<file path="config.mk">
export PLATFORM = sky130hd
export DESIGN_NAME = rv32e_mem_arbiter_flat
export DESIGN_NICKNAME = d
export VERILOG_FILES = /design/src/rtl/rv32e_mem_arbiter_pkg.sv /design/src/rtl/rv32e_mem_arbiter_if.sv /design/src/rtl/rv32e_mem_arbiter_prio.sv /design/src/rtl/rv32e_mem_arbiter.sv /design/src/flat_wrapper.sv
export SDC_FILE = /design/constraint.sdc
export NUM_CORES = 1
export LEC_CHECK = 0
export BUFFER_PORTS_ARGS = -buffer_cell sky130_fd_sc_hd__buf_2
export CORE_AREA = 2 2 107 109
export CTS_CLUSTER_SIZE = 25
export DETAILED_ROUTE_END_ITERATION = 8
export DIE_AREA = 0 0 109 111
export GPL_ROUTABILITY_DRIVEN = 1
export PLACE_DENSITY = 0.77
export SLEW_MARGIN = 20
export SYNTH_ARGS = -nofsm -noshare
export SYNTH_HDL_FRONTEND = slang
export SYNTH_SLANG_ARGS = --single-unit
export TNS_END_PERCENT = 5
</file>
<file path="constraint.sdc">
create_clock -name clk -period 1.9 [get_ports clk]
set_input_delay 0.38 -clock clk [delete_from_list [all_inputs] [get_ports clk]]
set_output_delay 0.38 -clock clk [all_outputs]
set_load 0.01 [all_outputs]
</file>
<file path="src/rtl/rv32e_mem_arbiter_pkg.sv">
// Shared types for the RV32E instruction/data memory arbiter.
package rv32e_mem_arbiter_pkg;

  typedef enum logic [1:0] {
    ARB_IDLE  = 2'd0,
    ARB_ISSUE = 2'd1,
    ARB_WAIT  = 2'd2
  } arb_state_e;

  typedef enum logic {
    OWN_I = 1'b0,
    OWN_D = 1'b1
  } arb_owner_e;

  // Bits needed to hold values 0..max_val.
  function automatic int unsigned cnt_width(input int unsigned max_val);
    return (max_val < 2) ? 1 : $clog2(max_val + 1);
  endfunction

endpackage

</file>
<file path="src/rtl/rv32e_mem_arbiter_if.sv">
// Core-side fetch/load-store ports and downstream bus port of the memory arbiter.
interface rv32e_mem_arbiter_if #(
  parameter int unsigned ADDR_W = 32,
  parameter int unsigned DATA_W = 32
);
  localparam int unsigned BE_W = DATA_W / 8;

  logic              i_req;
  logic [ADDR_W-1:0] i_addr;
  logic              i_gnt;
  logic              i_rvalid;
  logic [DATA_W-1:0] i_rdata;
  logic              i_err;

  logic              d_req;
  logic              d_we;
  logic [ADDR_W-1:0] d_addr;
  logic [DATA_W-1:0] d_wdata;
  logic [BE_W-1:0]   d_be;
  logic              d_gnt;
  logic              d_rvalid;
  logic [DATA_W-1:0] d_rdata;
  logic              d_err;

  logic              bus_req;
  logic              bus_we;
  logic [ADDR_W-1:0] bus_addr;
  logic [DATA_W-1:0] bus_wdata;
  logic [BE_W-1:0]   bus_be;
  logic              bus_ready;
  logic              bus_rvalid;
  logic [DATA_W-1:0] bus_rdata;

  // Arbiter view: it masters the downstream bus.
  modport master (
    input  i_req, i_addr, d_req, d_we, d_addr, d_wdata, d_be,
           bus_ready, bus_rvalid, bus_rdata,
    output i_gnt, i_rvalid, i_rdata, i_err,
           d_gnt, d_rvalid, d_rdata, d_err,
           bus_req, bus_we, bus_addr, bus_wdata, bus_be
  );

  // Environment view: core requesters and downstream memory.
  modport slave (
    output i_req, i_addr, d_req, d_we, d_addr, d_wdata, d_be,
           bus_ready, bus_rvalid, bus_rdata,
    input  i_gnt, i_rvalid, i_rdata, i_err,
           d_gnt, d_rvalid, d_rdata, d_err,
           bus_req, bus_we, bus_addr, bus_wdata, bus_be
  );

endinterface

</file>
<file path="src/rtl/rv32e_mem_arbiter_prio.sv">
// Data-over-instruction priority select with a starvation guard for fetches.
module rv32e_arb_prio
  import rv32e_mem_arbiter_pkg::*;
#(
  parameter int unsigned STARVE_LIMIT = 4
) (
  input  logic clk,
  input  logic rst_n,
  input  logic i_req,
  input  logic d_req,
  input  logic arb_en,
  output logic win_i,
  output logic win_d
);

  localparam int unsigned SC_W = cnt_width(STARVE_LIMIT);

  logic [SC_W-1:0] starve_cnt;
  logic            d_first;

  assign d_first = d_req && (starve_cnt < SC_W'(STARVE_LIMIT));

  always_comb begin
    win_i = 1'b0;
    win_d = 1'b0;
    if (arb_en) begin
      if (d_first)    win_d = 1'b1;
      else if (i_req) win_i = 1'b1;
      else if (d_req) win_d = 1'b1;
    end
  end

  // Counts data wins over a waiting fetch; saturates at the limit.
  always_ff @(posedge clk or negedge rst_n) begin
    if (!rst_n) begin
      starve_cnt <= '0;
    end else if (win_i) begin
      starve_cnt <= '0;
    end else if (win_d && i_req && (starve_cnt != SC_W'(STARVE_LIMIT))) begin
      starve_cnt <= starve_cnt + 1'b1;
    end
  end

endmodule

</file>
<file path="src/rtl/rv32e_mem_arbiter.sv">
// Shares one single-ported bus between RV32E fetch and load/store ports, one transaction in flight.
// Optional WAIT timeout response enabled by defining RV32E_MEM_ARB_TIMEOUT_EN.
module rv32e_mem_arbiter
  import rv32e_mem_arbiter_pkg::*;
#(
  parameter int unsigned ADDR_W         = 32,
  parameter int unsigned DATA_W         = 32,
  parameter int unsigned STARVE_LIMIT   = 4,
  parameter int unsigned TIMEOUT_CYCLES = 255
) (
  input  logic                clk,
  input  logic                rst_n,
  rv32e_mem_arbiter_if.master mif,
  output logic                busy
);

  localparam int unsigned BE_W = DATA_W / 8;

  arb_state_e        state;
  arb_owner_e        owner;
  logic              we_q;
  logic [ADDR_W-1:0] addr_q;
  logic [DATA_W-1:0] wdata_q;
  logic [BE_W-1:0]   be_q;

  logic resp;
  logic timeout;
  logic arb_en;
  logic win_i;
  logic win_d;

  assign resp   = (state == ARB_WAIT) && mif.bus_rvalid;
  assign arb_en = rst_n && ((state == ARB_IDLE) || resp);

  rv32e_arb_prio #(
    .STARVE_LIMIT(STARVE_LIMIT)
  ) u_prio (
    .clk   (clk),
    .rst_n (rst_n),
    .i_req (mif.i_req),
    .d_req (mif.d_req),
    .arb_en(arb_en),
    .win_i (win_i),
    .win_d (win_d)
  );

`ifdef RV32E_MEM_ARB_TIMEOUT_EN
  localparam int unsigned TW = cnt_width(TIMEOUT_CYCLES);

  logic [TW-1:0] tmo_cnt;

  // Fires on the TIMEOUT_CYCLES-th WAIT cycle that sees no response.
  assign timeout = (state == ARB_WAIT) && !mif.bus_rvalid &&
                   (tmo_cnt == TW'(TIMEOUT_CYCLES - 1));

  always_ff @(posedge clk or negedge rst_n) begin
    if (!rst_n) begin
      tmo_cnt <= '0;
    end else if (state != ARB_WAIT) begin
      tmo_cnt <= '0;
    end else if (!mif.bus_rvalid && !timeout) begin
      tmo_cnt <= tmo_cnt + 1'b1;
    end
  end
`else
  assign timeout = 1'b0;
`endif

  always_ff @(posedge clk or negedge rst_n) begin
    if (!rst_n) begin
      state   <= ARB_IDLE;
      owner   <= OWN_I;
      we_q    <= 1'b0;
      addr_q  <= '0;
      wdata_q <= '0;
      be_q    <= '0;
    end else begin
      case (state)
        ARB_ISSUE: begin
          if (mif.bus_ready) state <= ARB_WAIT;
        end
        ARB_IDLE, ARB_WAIT: begin
          // Winners only exist in IDLE or on a WAIT response, so one capture path serves both.
          if (win_i || win_d) begin
            state   <= ARB_ISSUE;
            owner   <= win_d ? OWN_D : OWN_I;
            we_q    <= win_d && mif.d_we;
            addr_q  <= win_d ? mif.d_addr : mif.i_addr;
            wdata_q <= win_d ? mif.d_wdata : '0;
            be_q    <= win_d ? mif.d_be : '1;
          end else if (resp || timeout) begin
            state <= ARB_IDLE;
          end
        end
        default: state <= ARB_IDLE;
      endcase
    end
  end

  assign mif.i_gnt     = win_i;
  assign mif.d_gnt     = win_d;

  assign mif.i_rvalid  = (resp || timeout) && (owner == OWN_I);
  assign mif.d_rvalid  = (resp || timeout) && (owner == OWN_D);
  assign mif.i_rdata   = (resp && (owner == OWN_I)) ? mif.bus_rdata : '0;
  assign mif.d_rdata   = (resp && (owner == OWN_D)) ? mif.bus_rdata : '0;
  assign mif.i_err     = timeout && (owner == OWN_I);
  assign mif.d_err     = timeout && (owner == OWN_D);

  assign mif.bus_req   = (state == ARB_ISSUE);
  assign mif.bus_we    = we_q;
  assign mif.bus_addr  = addr_q;
  assign mif.bus_wdata = wdata_q;
  assign mif.bus_be    = be_q;

  assign busy          = (state != ARB_IDLE);

endmodule

</file>
<file path="src/flat_wrapper.sv">
// flat-port wrapper written by rule: the top's interface ports become plain ports
module rv32e_mem_arbiter_flat import rv32e_mem_arbiter_pkg::*;
#(
  parameter int unsigned ADDR_W         = 32,
  parameter int unsigned DATA_W         = 32,
  parameter int unsigned STARVE_LIMIT   = 4,
  parameter int unsigned TIMEOUT_CYCLES = 255
)
  (clk, rst_n, busy, mif_i_req, mif_i_addr, mif_d_req, mif_d_we, mif_d_addr, mif_d_wdata, mif_d_be, mif_bus_ready, mif_bus_rvalid, mif_bus_rdata, mif_i_gnt, mif_i_rvalid, mif_i_rdata, mif_i_err, mif_d_gnt, mif_d_rvalid, mif_d_rdata, mif_d_err, mif_bus_req, mif_bus_we, mif_bus_addr, mif_bus_wdata, mif_bus_be);
  rv32e_mem_arbiter_if #(.ADDR_W(ADDR_W), .DATA_W(DATA_W)) mif_i ();
  input  logic clk;
  input  logic rst_n;
  output logic busy;
  input wire logic [$bits(mif_i.i_req)-1:0] mif_i_req;
  input wire logic [$bits(mif_i.i_addr)-1:0] mif_i_addr;
  input wire logic [$bits(mif_i.d_req)-1:0] mif_d_req;
  input wire logic [$bits(mif_i.d_we)-1:0] mif_d_we;
  input wire logic [$bits(mif_i.d_addr)-1:0] mif_d_addr;
  input wire logic [$bits(mif_i.d_wdata)-1:0] mif_d_wdata;
  input wire logic [$bits(mif_i.d_be)-1:0] mif_d_be;
  input wire logic [$bits(mif_i.bus_ready)-1:0] mif_bus_ready;
  input wire logic [$bits(mif_i.bus_rvalid)-1:0] mif_bus_rvalid;
  input wire logic [$bits(mif_i.bus_rdata)-1:0] mif_bus_rdata;
  output wire logic [$bits(mif_i.i_gnt)-1:0] mif_i_gnt;
  output wire logic [$bits(mif_i.i_rvalid)-1:0] mif_i_rvalid;
  output wire logic [$bits(mif_i.i_rdata)-1:0] mif_i_rdata;
  output wire logic [$bits(mif_i.i_err)-1:0] mif_i_err;
  output wire logic [$bits(mif_i.d_gnt)-1:0] mif_d_gnt;
  output wire logic [$bits(mif_i.d_rvalid)-1:0] mif_d_rvalid;
  output wire logic [$bits(mif_i.d_rdata)-1:0] mif_d_rdata;
  output wire logic [$bits(mif_i.d_err)-1:0] mif_d_err;
  output wire logic [$bits(mif_i.bus_req)-1:0] mif_bus_req;
  output wire logic [$bits(mif_i.bus_we)-1:0] mif_bus_we;
  output wire logic [$bits(mif_i.bus_addr)-1:0] mif_bus_addr;
  output wire logic [$bits(mif_i.bus_wdata)-1:0] mif_bus_wdata;
  output wire logic [$bits(mif_i.bus_be)-1:0] mif_bus_be;
  assign mif_i.i_req = mif_i_req;
  assign mif_i.i_addr = mif_i_addr;
  assign mif_i.d_req = mif_d_req;
  assign mif_i.d_we = mif_d_we;
  assign mif_i.d_addr = mif_d_addr;
  assign mif_i.d_wdata = mif_d_wdata;
  assign mif_i.d_be = mif_d_be;
  assign mif_i.bus_ready = mif_bus_ready;
  assign mif_i.bus_rvalid = mif_bus_rvalid;
  assign mif_i.bus_rdata = mif_bus_rdata;
  assign mif_i_gnt = mif_i.i_gnt;
  assign mif_i_rvalid = mif_i.i_rvalid;
  assign mif_i_rdata = mif_i.i_rdata;
  assign mif_i_err = mif_i.i_err;
  assign mif_d_gnt = mif_i.d_gnt;
  assign mif_d_rvalid = mif_i.d_rvalid;
  assign mif_d_rdata = mif_i.d_rdata;
  assign mif_d_err = mif_i.d_err;
  assign mif_bus_req = mif_i.bus_req;
  assign mif_bus_we = mif_i.bus_we;
  assign mif_bus_addr = mif_i.bus_addr;
  assign mif_bus_wdata = mif_i.bus_wdata;
  assign mif_bus_be = mif_i.bus_be;
  rv32e_mem_arbiter #(.ADDR_W(ADDR_W), .DATA_W(DATA_W), .STARVE_LIMIT(STARVE_LIMIT), .TIMEOUT_CYCLES(TIMEOUT_CYCLES)) u_core (.clk(clk), .rst_n(rst_n), .mif(mif_i), .busy(busy));
endmodule
</file>
Word level (Yosys, flattened, before mapping)
Index checks and enable logic that the tools add are counted.
{"block": "op_classes", "magnitude_cmp": 1, "n_reduce_logical": 16, "bitwise_logic": 1, "muxes": 19, "add_sub_neg": 1, "n_eq_ne": 5}
{"cell": "$mux 32", "n": 4}
{"cell": "$logic_and 1x1->1", "n": 8}
{"cell": "$mux 1", "n": 8}
{"cell": "$mux 2", "n": 3}
{"cell": "$mux 3", "n": 2}
{"cell": "$mux 4", "n": 1}
{"cell": "$pmux 2 s2", "n": 1}
{"cell": "$reduce_and 2->1", "n": 2}
{"cell": "$reduce_bool 2->1", "n": 2}
{"cell": "$add 3x1->3 const B", "n": 1}
{"cell": "$lt 3x3->1 const B", "n": 1}
{"cell": "$ne 3x1->1 const B", "n": 1}
{"cell": "$ne 3x3->1 const B", "n": 1}
{"cell": "$eq 2x1->1 const B", "n": 1}
{"cell": "$eq 2x2->1 const B", "n": 1}
{"cell": "$logic_not 2->1", "n": 1}
{"cell": "$logic_or 1x1->1", "n": 2}
{"cell": "$ne 2x2->1 const B", "n": 1}
{"cell": "$reduce_or 2->1", "n": 1}
{"cell": "$not 1->1", "n": 1}
{"block": "totals", "reg_bits": 75, "inputBits": 139, "out_inout_bits": 141, "wordCells": 50}

Longest topological paths before layout
Gate-level depths: netlist (run 1).
{"block": "depth", "ltp_word": 9, "depth_mapped": 5, "mapped_depth_nobuf": 4}

Hierarchy
A second synthesis (run 1) with hierarchy kept.
{"block": "hier_totals", "cells_unflattened": 304, "hier_area_um2": 3691.0}
{"module": "rv32e_mem_arbiter", "instances": 1, "cells_each": 288, "area_each_um2": 3517.1}
{"module": "rv32e_arb_prio", "instances": 1, "cells_each": 16, "area_each_um2": 173.9}

Worst setup path before layout (run 1)
OpenSTA, ideal clock, no wires.
{"block": "synth_timing", "path_kind": "register to output", "startpoint": "reg u_core.state[0]", "endpoint": "out mif_i_rdata[22]", "arrival_time_ns": 1.262, "path_slack_ns": 0.258, "path_buffers": 1, "stages_incl_launch_ff": 4, "cell_sequence": "dfrtp_1 -> nor3_1 -> clkbuf_1 -> and2_1"}
{"block": "synth_via", "elab_chain_cells": 4}
{"element": "start: declaration", "line": "rv32e_mem_arbiter.sv:19", "source": "arb_state_e state;"}
{"element": "start signal: assignment", "line": "rv32e_mem_arbiter.sv:71", "source": "state <= ARB_IDLE;"}
{"element": "start signal: assignment", "line": "rv32e_mem_arbiter.sv:80", "source": "if (mif.bus_ready) state <= ARB_WAIT;"}
{"element": "start signal: assignment", "line": "rv32e_mem_arbiter.sv:85", "source": "state <= ARB_ISSUE;"}
{"element": "$eq 2x2->1", "line": "rv32e_mem_arbiter.sv:32", "source": "assign resp = (state == ARB_WAIT) && mif.bus_rvalid;"}
{"element": "$logic_and 1x1->1", "line": "rv32e_mem_arbiter.sv:32"}
{"element": "$logic_and 1x1->1"}
{"element": "net mif_i_rvalid", "line": "flat_wrapper.sv:25", "source": "output wire logic [$bits(mif_i.i_rvalid)-1:0] mif_i_rvalid;"}
{"element": "$mux 32", "line": "rv32e_mem_arbiter.sv:105", "source": "assign mif.i_rdata = (resp && (owner == OWN_I)) ? mif.bus_rdata : '0;"}
{"element": "end: declaration", "line": "flat_wrapper.sv:26", "source": "output wire logic [$bits(mif_i.i_rdata)-1:0] mif_i_rdata;"}
The timed path passes the listed nets, and every way through them passes these cells.

Worst setup path in the final report (run 1)
{"block": "layout_timing", "startpoint": "reg u_core.state[1]", "endpoint": "out mif_d_rdata[26]"}
{"block": "layout_via", "elab_chain_cells": 4}
{"element": "$eq 2x2->1", "line": "rv32e_mem_arbiter.sv:32"}
{"element": "$logic_and 1x1->1", "line": "rv32e_mem_arbiter.sv:32"}
{"element": "$logic_and 1x1->1", "line": "rv32e_mem_arbiter.sv:106", "source": "assign mif.d_rdata = (resp && (owner == OWN_D)) ? mif.bus_rdata : '0;"}
{"element": "$mux 32", "line": "rv32e_mem_arbiter.sv:106"}
{"element": "end: declaration", "line": "flat_wrapper.sv:30", "source": "output wire logic [$bits(mif_i.d_rdata)-1:0] mif_d_rdata;"}
Every way passes these cells.

==> flow_summary.yaml, run 1 <==
yosys:
  synth_cell_types: 36
  synthAdderAreaFrac_pct: 0.693
  synthSimpleGateAreaFrac_pct: 15.1
  yosys_warnings: 0
  synth.avg_cell_area_um2: 11.7
  synthMuxAreaShare_pct: 0.554
  synth_top_area_share_pct: 51.9
  synth_xor_area_share_pct: 0
  synth_flop_cell: "dfrtp_1"
  synthArstFlopShare_pct: 100
  synth_area_leaders: "dfrtp_1 (52%), and2_1 (11%), a22o_1 (8.0%)"
  yosysSeqAreaShare_pct: 51.9
  synth_top_family_by_area: "compound AO/OA/AOI/OAI gates"
  synth_edf_count: 0
  synth_area_leader_cell: "dfrtp_1"
  synth-compound-area-share_pct: 25.6
  mappedNetlistArea_mm2: 0.00361
  synth_seq_cells: 75
  syn-instance-count: 309
power_and_ir_drop:
  total_power_mw: 6.66
  peakVddDrop_mv: 0.584
  powerDensity_mw_per_mm2: 1120
  leakage_nw: 3.09
detailed_routing:
  ant_nets: 0
  viasPerCell: 5.13
  vias: 3799
  wl_met2_um: 7210
  routed_wl_um: 13300
  top_layer_used: "met4"
  wl_per_cell_um: 18.0
  wl_met1_um: 5060
  drtPass1Iterations: 4
  wl_met3_um: 829
  drc: 0
  drtIter0Drc: 176
sta:
  finalCriticalPeriod_ns: 1.96
  hold_slack_ns: 0.279
  rsz0062_at_grt: "true"
  setup-tns-final_ns: -0.873
  relSlewSlack_pct: 37.2
  timing.fmax_mhz: 511
  slew_viol_final: 0
  tightest_slew_ns: 0.942
  fin_skew_ns: 0.00585
  post-route-period-util_pct: 103
  hold_viol_final: 0
  fin_ws_ns: -0.0577
  setup_viol: 37
clock_network:
  htree_levels: 3
  tritoncts: "built"
  clk_latency_ns: 0.32
  cts_buffers: 9
  clockBufferDepth: 2
  cts_num_sinks: 75
  ctsHoldBuffers: 0
  clk_pin_slew_ns: 0.06
  clockRootBuffer: "clkbuf_16"
setup_path:
  cp_max_fo: 8
  startpoint_type: "flop"
  worstPathRequired_ns: 1.52
  critPathKind: "flop to primary output"
  worst_ep_arrival_time_ns: 1.58
  cp-end-kind: "primary output"
flow_run:
  drv_cap: 0
floorplanning:
  die_h_um: 111
  die_area_mm2: 0.0121
  initial_utilization_pct: 32.6
  die_x_um: 109
  io_pins: 280
  core-area_mm2: 0.0111
  row_count: 39
min_path:
  hold_path.class: "input port to flop"
global_route:
  grt_pass1_wl_um: 19100
  grt.overflow.total: 0
  antenna_found_initial: 0
  grt_max_degree: 76
  grtUsageTotal_pct: 20.5
  grt_pass1_vias: 3728
placement:
  portBuffers: 277
  routabilityCongestion: 0.812
  dp_slack_ns: 0.132
  placed_cell_area_mm2: 0.00511
  dp_hpwl_um: 9210
run_status:
  violations: "negative setup slack"
  status: "finished with violations"
finish:
  drive_above_1_share_pct: 61.9
  final_cell_area_mm2: 0.00597
  area_growth_pct: 65.2
  diodes: 0
  nNetsFinal: 735
logic make-up (layout without fill, tap and decap cells):
family	after synthesis	after routing
compound gates	107	107
simple gates	86	86
flops	75	75
buf+inv	36	324
fa+ha+maj	2	2
mux	2	2
other cells	1	2
critical path: stages, from the launching register on:
cell and delay [ns]:
dfrtp_1 0.38, nand2_2 0.11, nor3b_4 0.20, buf_6 0.16, clkbuf_16 0.16, and2_4 0.14
buf_6 0.10
report_power, final:
group / switching (mW) / leakage [nW] / internal, mW
Combinational: 1.16 / 2.05 / 1.22
Clock: 0.622 / 0.156 / 1.18
Sequential: 0.339 / 0.885 / 2.15
Total: 2.12 / 3.09 / 4.54
path summary, 6_finish.rpt:
check	from	to	slack (ns)	cells past startpoint
setup / recovery	u_core.state[1]	mif_d_rdata[26]	-0.06	6
hold / removal	mif_d_wdata[8]	u_core.mif.bus_wdata[8]	0.28	2
setup reg to reg	u_core.state[0]	u_core.mif.bus_wdata[19]	0.10	6
hold reg to reg	u_core.mif.bus_wdata[1]	u_core.mif.bus_wdata[1]	0.49	1
max in group asynchronous	rst_n	u_core.state[0]	0.92	2
min in group asynchronous	rst_n	u_core.mif.bus_wdata[4]	0.34	2
registers in the layout, summed over array words and instances (netlist names):
register and flops:
u_core.mif.bus_addr 32, u_core.mif.bus_wdata 32, u_core.mif.bus_be 4, u_core.u_prio.starve_cnt 3, u_core.state 2, u_core.mif.bus_we 1, u_core.owner 1
layer usage:
| metal | up-vias | track usage, % |
|---|---|---|
| met4 | 0 | 6.75 |
| met5 | - | 0 |
| met1 | 1866 | 24.4 |
| met2 | 186 | 37.0 |
| li1 | 1730 | - |
| met3 | 17 | 3.23 |
Yosys cell counts, drive strengths merged (4+ instances only):
master / number
buf: 15
a22o: 33
nand2: 5
a2bb2oi: 32
o22a: 4
and2: 64
dfrtp: 75
o32ai: 32
clkbuf: 16
final cells by class:
class | count | area, µm²
fill | 953 | 5110
sequential | 75 | 1880
tap | 143 | 179
clock inverter | 4 | 73.8
multi-input combinational | 199 | 1650
inverter | 5 | 23.8
clock buffer | 11 | 243
timing repair buffer | 304 | 1920
stage by stage:
step                      util, %  cells
after CTS                    50.1    735
after global placement       46.1    711
after detailed placement     46.1    711
final                        53.9    741
after floorplan                 -    310
after global routing         53.9    741
what timing repair did:
item	in CTS	in global routing
pin swaps	3	39
setup buffers	5	2
setup endpoints to repair	61	66
hold endpoints to repair	0	0
resized for setup	18	91
cloned	4	4
layout by cell type (no fill, tap or decap), drive strengths merged:
cell     Yosys  routed
mux2i        2       2
ha           2       2
bufinv       0       2
inv          3       4
o31ai        1       1
a22o        33      33
nand3        1       1
nand2        5       5
nand2b       3       3
nor3b        1       1
dfrtp       75      75
o32ai       32      32
a31oi        1       1
o22a         4       4
conb         1       2
or2          1       1
a2bb2oi     32      32
nor2         3       3
nor2b        3       3
nor3         2       2
a21bo        1       1
o21ai        3       3
buf         15     303
clkinv       2       3
clkbuf      16      12
or3          2       2
and2        64      64
nor4         1       1
Note: power is estimated with default switching activity, not from simulation.
==> run 2, diff against run 1 <==
==> constraint.sdc (replaced) <==
create_clock -name clk -period 1.9 [get_ports clk]
set_input_delay 0.38 -clock clk [delete_from_list [all_inputs] [get_ports clk]]
set_output_delay 0.38 -clock clk [all_outputs]
set_load 0.02 [all_outputs]
==> flow_summary.yaml, run 2 (synthesized netlist as in run 1, its figures left out) <==
run_status:
  status: "finished with violations"
  violations: "negative setup slack"
clock_network:
  clockRootBuffer: "clkbuf_16"
  ctsHoldBuffers: 0
  tritoncts: "built"
  htree_levels: 3
  cts_num_sinks: 75
  clockBufferDepth: 2
  clk_latency_ns: 0.33
  cts_buffers: 9
  clk_pin_slew_ns: 0.06
global_route:
  grt_pass1_vias: 3901
  grtUsageTotal_pct: 21.4
  grt_pass1_wl_um: 19900
  antenna_found_initial: 0
  grt.overflow.total: 0
  grt_max_degree: 76
min_path:
  hold_path.class: "input port to flop"
placement:
  dp_hpwl_um: 9140
  portBuffers: 277
  routabilityCongestion: 0.816
setup_path:
  cpMostUsedCell: "buf_6"
  worst_path_largest_cell_delay_ns: 0.47
  critPathKind: "flop to primary output"
  cp-end-kind: "primary output"
  crit_family: "flip-flops"
  cp_max_fo: 8
  worst_ep_arrival_time_ns: 1.57
  startpoint_type: "flop"
  cp_slowest_cell: "dfrtp_2"
  worstPathRequired_ns: 1.52
  crit_buf_inv: 3
  cp_cell_sequence: "nor3b_4 > buf_6 > buf_6 > and2_1 > buf_6"
  rrSetupSlack_ns: 0.09
sta:
  tightest_slew_ns: 0.946
  post-route-period-util_pct: 103
  relSlewSlack_pct: 37.0
  fin_ws_ns: -0.0490
  hold_slack_ns: 0.271
  setup-tns-final_ns: -0.670
  fin_skew_ns: 0.00716
  slew_viol_final: 0
  finalCriticalPeriod_ns: 1.95
  rsz0062_at_grt: "true"
  setup_viol: 40
  timing.fmax_mhz: 513
  hold_viol_final: 0
finish:
  nNetsFinal: 734
  final_common_cell: "buf_2"
  diodes: 0
  drive_above_1_share_pct: 62.6
  area_growth_pct: 68.6
  final_cell_mix: "buf_2 (210), dfrtp_1 (74), buf_6 (69), and2_4 (43), a22o_1 (33)"
floorplanning:
  die_h_um: 111
  initial_utilization_pct: 32.6
  die_x_um: 109
  core-area_mm2: 0.0111
  die_area_mm2: 0.0121
  row_count: 39
  io_pins: 280
power_and_ir_drop:
  p_switching_mw: 2.60
  clockPowerShare_pct: 23.9
  total_power_mw: 7.05
  leakage_nw: 3.09
  peakVddDrop_mv: 0.605
  p_sw_share_pct: 36.9
  powerDensity_mw_per_mm2: 1160
  seq_power_share_pct: 35.2
  comb_power_share_pct: 40.9
  p_int_mw: 4.45
detailed_routing:
  routed_wl_um: 13400
  ant_nets: 0
  drtPass1Iterations: 5
  viasPerCell: 5.19
  vias: 3839
  drtIter0Drc: 161
  drc: 0
  wl_per_cell_um: 18.1
flow_run:
  drv_cap: 0
## run 2: changes by cell type in the layout (fill, tap and decap cells not counted), moves of 5 or more
cell    previous run  this run
buf_2            236       210
and2_4            38        43
buf_6             48        69
buf_4             16        21
and2_1            26        21
## run 2: layout make-up
type	instances	area (µm²)
Timing Repair Buffer	303	2040
Sequential cell	75	1880
Tap cell	143	179
Clock inverter	4	51.3
Multi-Input combinational cell	199	1680
Clock buffer	11	243
Inverter	5	23.8
Fill cell	967	4990
## run 2: layer usage
metal  vias to the layer above  GRT usage [%]  part of all wire, %
met3                        28           4.47                  7.5
met2                       213           39.5                   54
met5                         -              0                    0
met4                         0           7.69                  2.0
met1                      1878           23.8                   36
li1                       1720              -                    -
## run 2: what timing repair did
item                       CTS  global route
pin swaps                   16            24
setup endpoints to repair   66            66
cloned                       7             0
buffers inserted             8             0
gates resized for setup    158            35
## run 2: power groups by stage
stage / clock [mW] / combinational [mW] / sequential [mW]
finish: 1.68 / 2.88 / 2.48
global route: 1.81 / 3.07 / 2.55
CTS: 1.72 / 2.87 / 2.48
detailed placement: 0 / 2.68 / 2.47
global placement: 0 / 2.61 / 2.48
floorplan: 0 / 1.04 / 3.09
## run 2: final timing paths
path	startpoint	to	cells after the start
max in group asynchronous	rst_n	u_core.state[0]	2
setup reg to reg	u_core.state[1]	u_core.mif.bus_wdata[21]	7
setup / recovery	u_core.state[0]	mif_d_rdata[18]	5
hold reg to reg	u_core.mif.bus_be[1]	u_core.mif.bus_be[1]	1
hold / removal	mif_d_wdata[8]	u_core.mif.bus_wdata[8]	2
min in group asynchronous	rst_n	u_core.mif.bus_wdata[28]	2
## run 2: metrics by stage
stage | area (µm²) | util (%) | cells | worst slack [ns]
2_1_floorplan | 3620 | - | 310 | 0.0988
3_3_place_gp | 5110 | 46.2 | 710 | 0.128
3_5_place_dp | 5110 | 46.2 | 710 | 0.0924
4_1_cts | 5980 | 54.0 | 740 | -0.0427
5_1_grt | 6090 | 55.0 | 740 | -0.139
6_report | 6090 | 55.0 | 740 | -0.0490
==> run 3, diff against run 2 <==
Settings changed: BUFFER_PORTS_ARGS -buffer_cell sky130_fd_sc_hd__buf_2 to -buffer_cell sky130_fd_sc_hd__buf_4, CORE_AREA 2 2 107 109 to 2 2 109 111, CTS_BUF_LIST set to sky130_fd_sc_hd__clkbuf_4, DIE_AREA 0 0 109 111 to 0 0 111 113, PLACE_DENSITY 0.77 to 0.75.
==> flow_summary.yaml, run 3 (synthesized netlist as in run 1, its figures left out) <==
setup_path:
  rrSetupSlack_ns: 0.28
  cp_max_fo: 8
  reg2reg_depth: 5
  cp_cell_sequence: "buf_6 > nor3b_4 > buf_6 > buf_6 > and2_1 > buf_4"
  rr_startpoint: "u_core.u_prio.starve_cnt[2]"
  cpMostUsedCell: "buf_6"
  worst_ep_arrival_time_ns: 1.73
  cp_slowest_cell: "dfrtp_1"
  startpoint_type: "flop"
  worstPathRequired_ns: 1.52
  r2r_end: "u_core.mif.bus_wdata[8]"
  cp-end-kind: "primary output"
  worst_path_largest_cell_delay_ns: 0.44
  critPathKind: "flop to primary output"
placement:
  routabilityCongestion: 0.861
  placed_cells: 711
  placed_cell_area_mm2: 0.00580
  dp_slack_ns: 0.147
  portBuffers: 277
  dp_hpwl_um: 9680
floorplanning:
  die_h_um: 113
  die_x_um: 111
  initial_utilization_pct: 32.1
  core-area_mm2: 0.0113
  row_count: 39
  io_pins: 280
  die_area_mm2: 0.0125
global_route:
  grt_max_degree: 76
  antenna_found_initial: 0
  grtUsageTotal_pct: 21.1
  grt_pass1_vias: 3911
  grt.overflow.total: 0
  grt_pass1_wl_um: 20900
min_path:
  worst_hold_path.num_cells: 2
  hold_path.class: "input port to flop"
  min_to: "u_core.mif.bus_wdata[28]"
  hold_start: "mif_d_wdata[28]"
finish:
  diodes: 0
  nNetsFinal: 733
  fin_cells: 739
  post-route-util_pct: 57.7
  final_cell_area_mm2: 0.00650
  drive_above_1_share_pct: 64.3
  area_growth_pct: 79.8
  final_cell_mix: "buf_4 (225), dfrtp_1 (75), buf_6 (73), and2_4 (52), a22o_1 (33)"
  final_common_cell: "buf_4"
detailed_routing:
  vias: 3805
  drc: 0
  wl_per_cell_um: 18.7
  ant_nets: 0
  routed_wl_um: 13800
  drtPass1Iterations: 4
  drtIter0Drc: 210
  viasPerCell: 5.15
sta:
  setup-tns-final_ns: -10.60
  tightest_slew_ns: 0.939
  rsz0062_at_grt: "true"
  finalCriticalPeriod_ns: 2.11
  setup_viol: 67
  hold_viol_final: 0
  post-route-period-util_pct: 111
  fin_skew_ns: 0.0135
  hold_slack_ns: 0.170
  relSlewSlack_pct: 37.4
  slew_viol_final: 0
  timing.fmax_mhz: 473
  fin_ws_ns: -0.213
run_status:
  status: "finished with violations"
  violations: "negative setup slack"
clock_network:
  clk_pin_slew_ns: 0.13
  clk_latency_ns: 0.42
  tritoncts: "built"
  clockRootBuffer: "clkbuf_4"
  clockBufferDepth: 2
  htree_levels: 3
  cts_buffers: 9
  cts_num_sinks: 75
power_and_ir_drop:
  comb_power_share_pct: 48.7
  total_power_mw: 6.75
  p_int_mw: 4.16
  leakage_nw: 3.21
  powerDensity_mw_per_mm2: 1040
  p_sw_share_pct: 38.4
  seq_power_share_pct: 36.9
  peakVddDrop_mv: 0.725
  p_switching_mw: 2.59
  clockPowerShare_pct: 14.4
flow_run:
  drv_cap: 0
## run 3: critical path, delay by kind of cell (launching register included)
family / cells / cell delay [ns]
buffers and inverters: 4 / 0.58
flip-flops: 1 / 0.44
AND/OR/NAND/NOR: 2 / 0.31
## run 3: worst max path at each step
| stage | start | end | slack (ns) | depth (start not counted) |
|---|---|---|---|---|
| floorplan | u_core.state[0] | mif_i_rdata[22] | 0.1 | 3 |
| finish | u_core.state[0] | mif_d_rdata[28] | -0.21 | 6 |
| global route | u_core.state[0] | mif_d_rdata[28] | -0.32 | 6 |
| global placement | mif_i_req | mif_d_gnt | 0.16 | 5 |
| detailed placement | mif_i_req | mif_d_gnt | 0.15 | 5 |
| CTS | u_core.state[0] | mif_d_rdata[11] | -0.22 | 6 |
## run 3: cell type report
type | count | area, µm²
Multi-Input combinational cell | 199 | 1700
Fill cell | 962 | 4770
Timing Repair Buffer | 302 | 2580
Clock inverter | 6 | 65.1
Sequential cell | 75 | 1880
Clock buffer | 9 | 67.6
Tap cell | 143 | 179
Inverter | 5 | 31.3
## run 3: repair_timing
item / 4_1_cts / 5_1_grt
buffers inserted: 5 / 1
hold buffers: 0 / 0
gates cloned: 7 / 0
resized for setup: 106 / 35
pin swaps: 23 / 17
setup endpoints to repair: 68 / 69
## run 3: power by group through the flow
stage | registers (mW) | logic [mW] | clock network (mW)
after floorplan | 3.09 | 1.04 | 0
after global placement | 2.49 | 3.05 | 0
after detailed placement | 2.49 | 3.11 | 0
after CTS | 2.49 | 3.27 | 1.00
after global routing | 2.57 | 3.47 | 1.07
final | 2.49 | 3.29 | 0.969
## run 3: metal layers
metal / global-route usage [%] / wire (µm)
met1: 23.0 / 5060
met2: 38.4 / 7400
met3: 5.95 / 1040
met4: 9.00 / 343
met5: 0 / 0
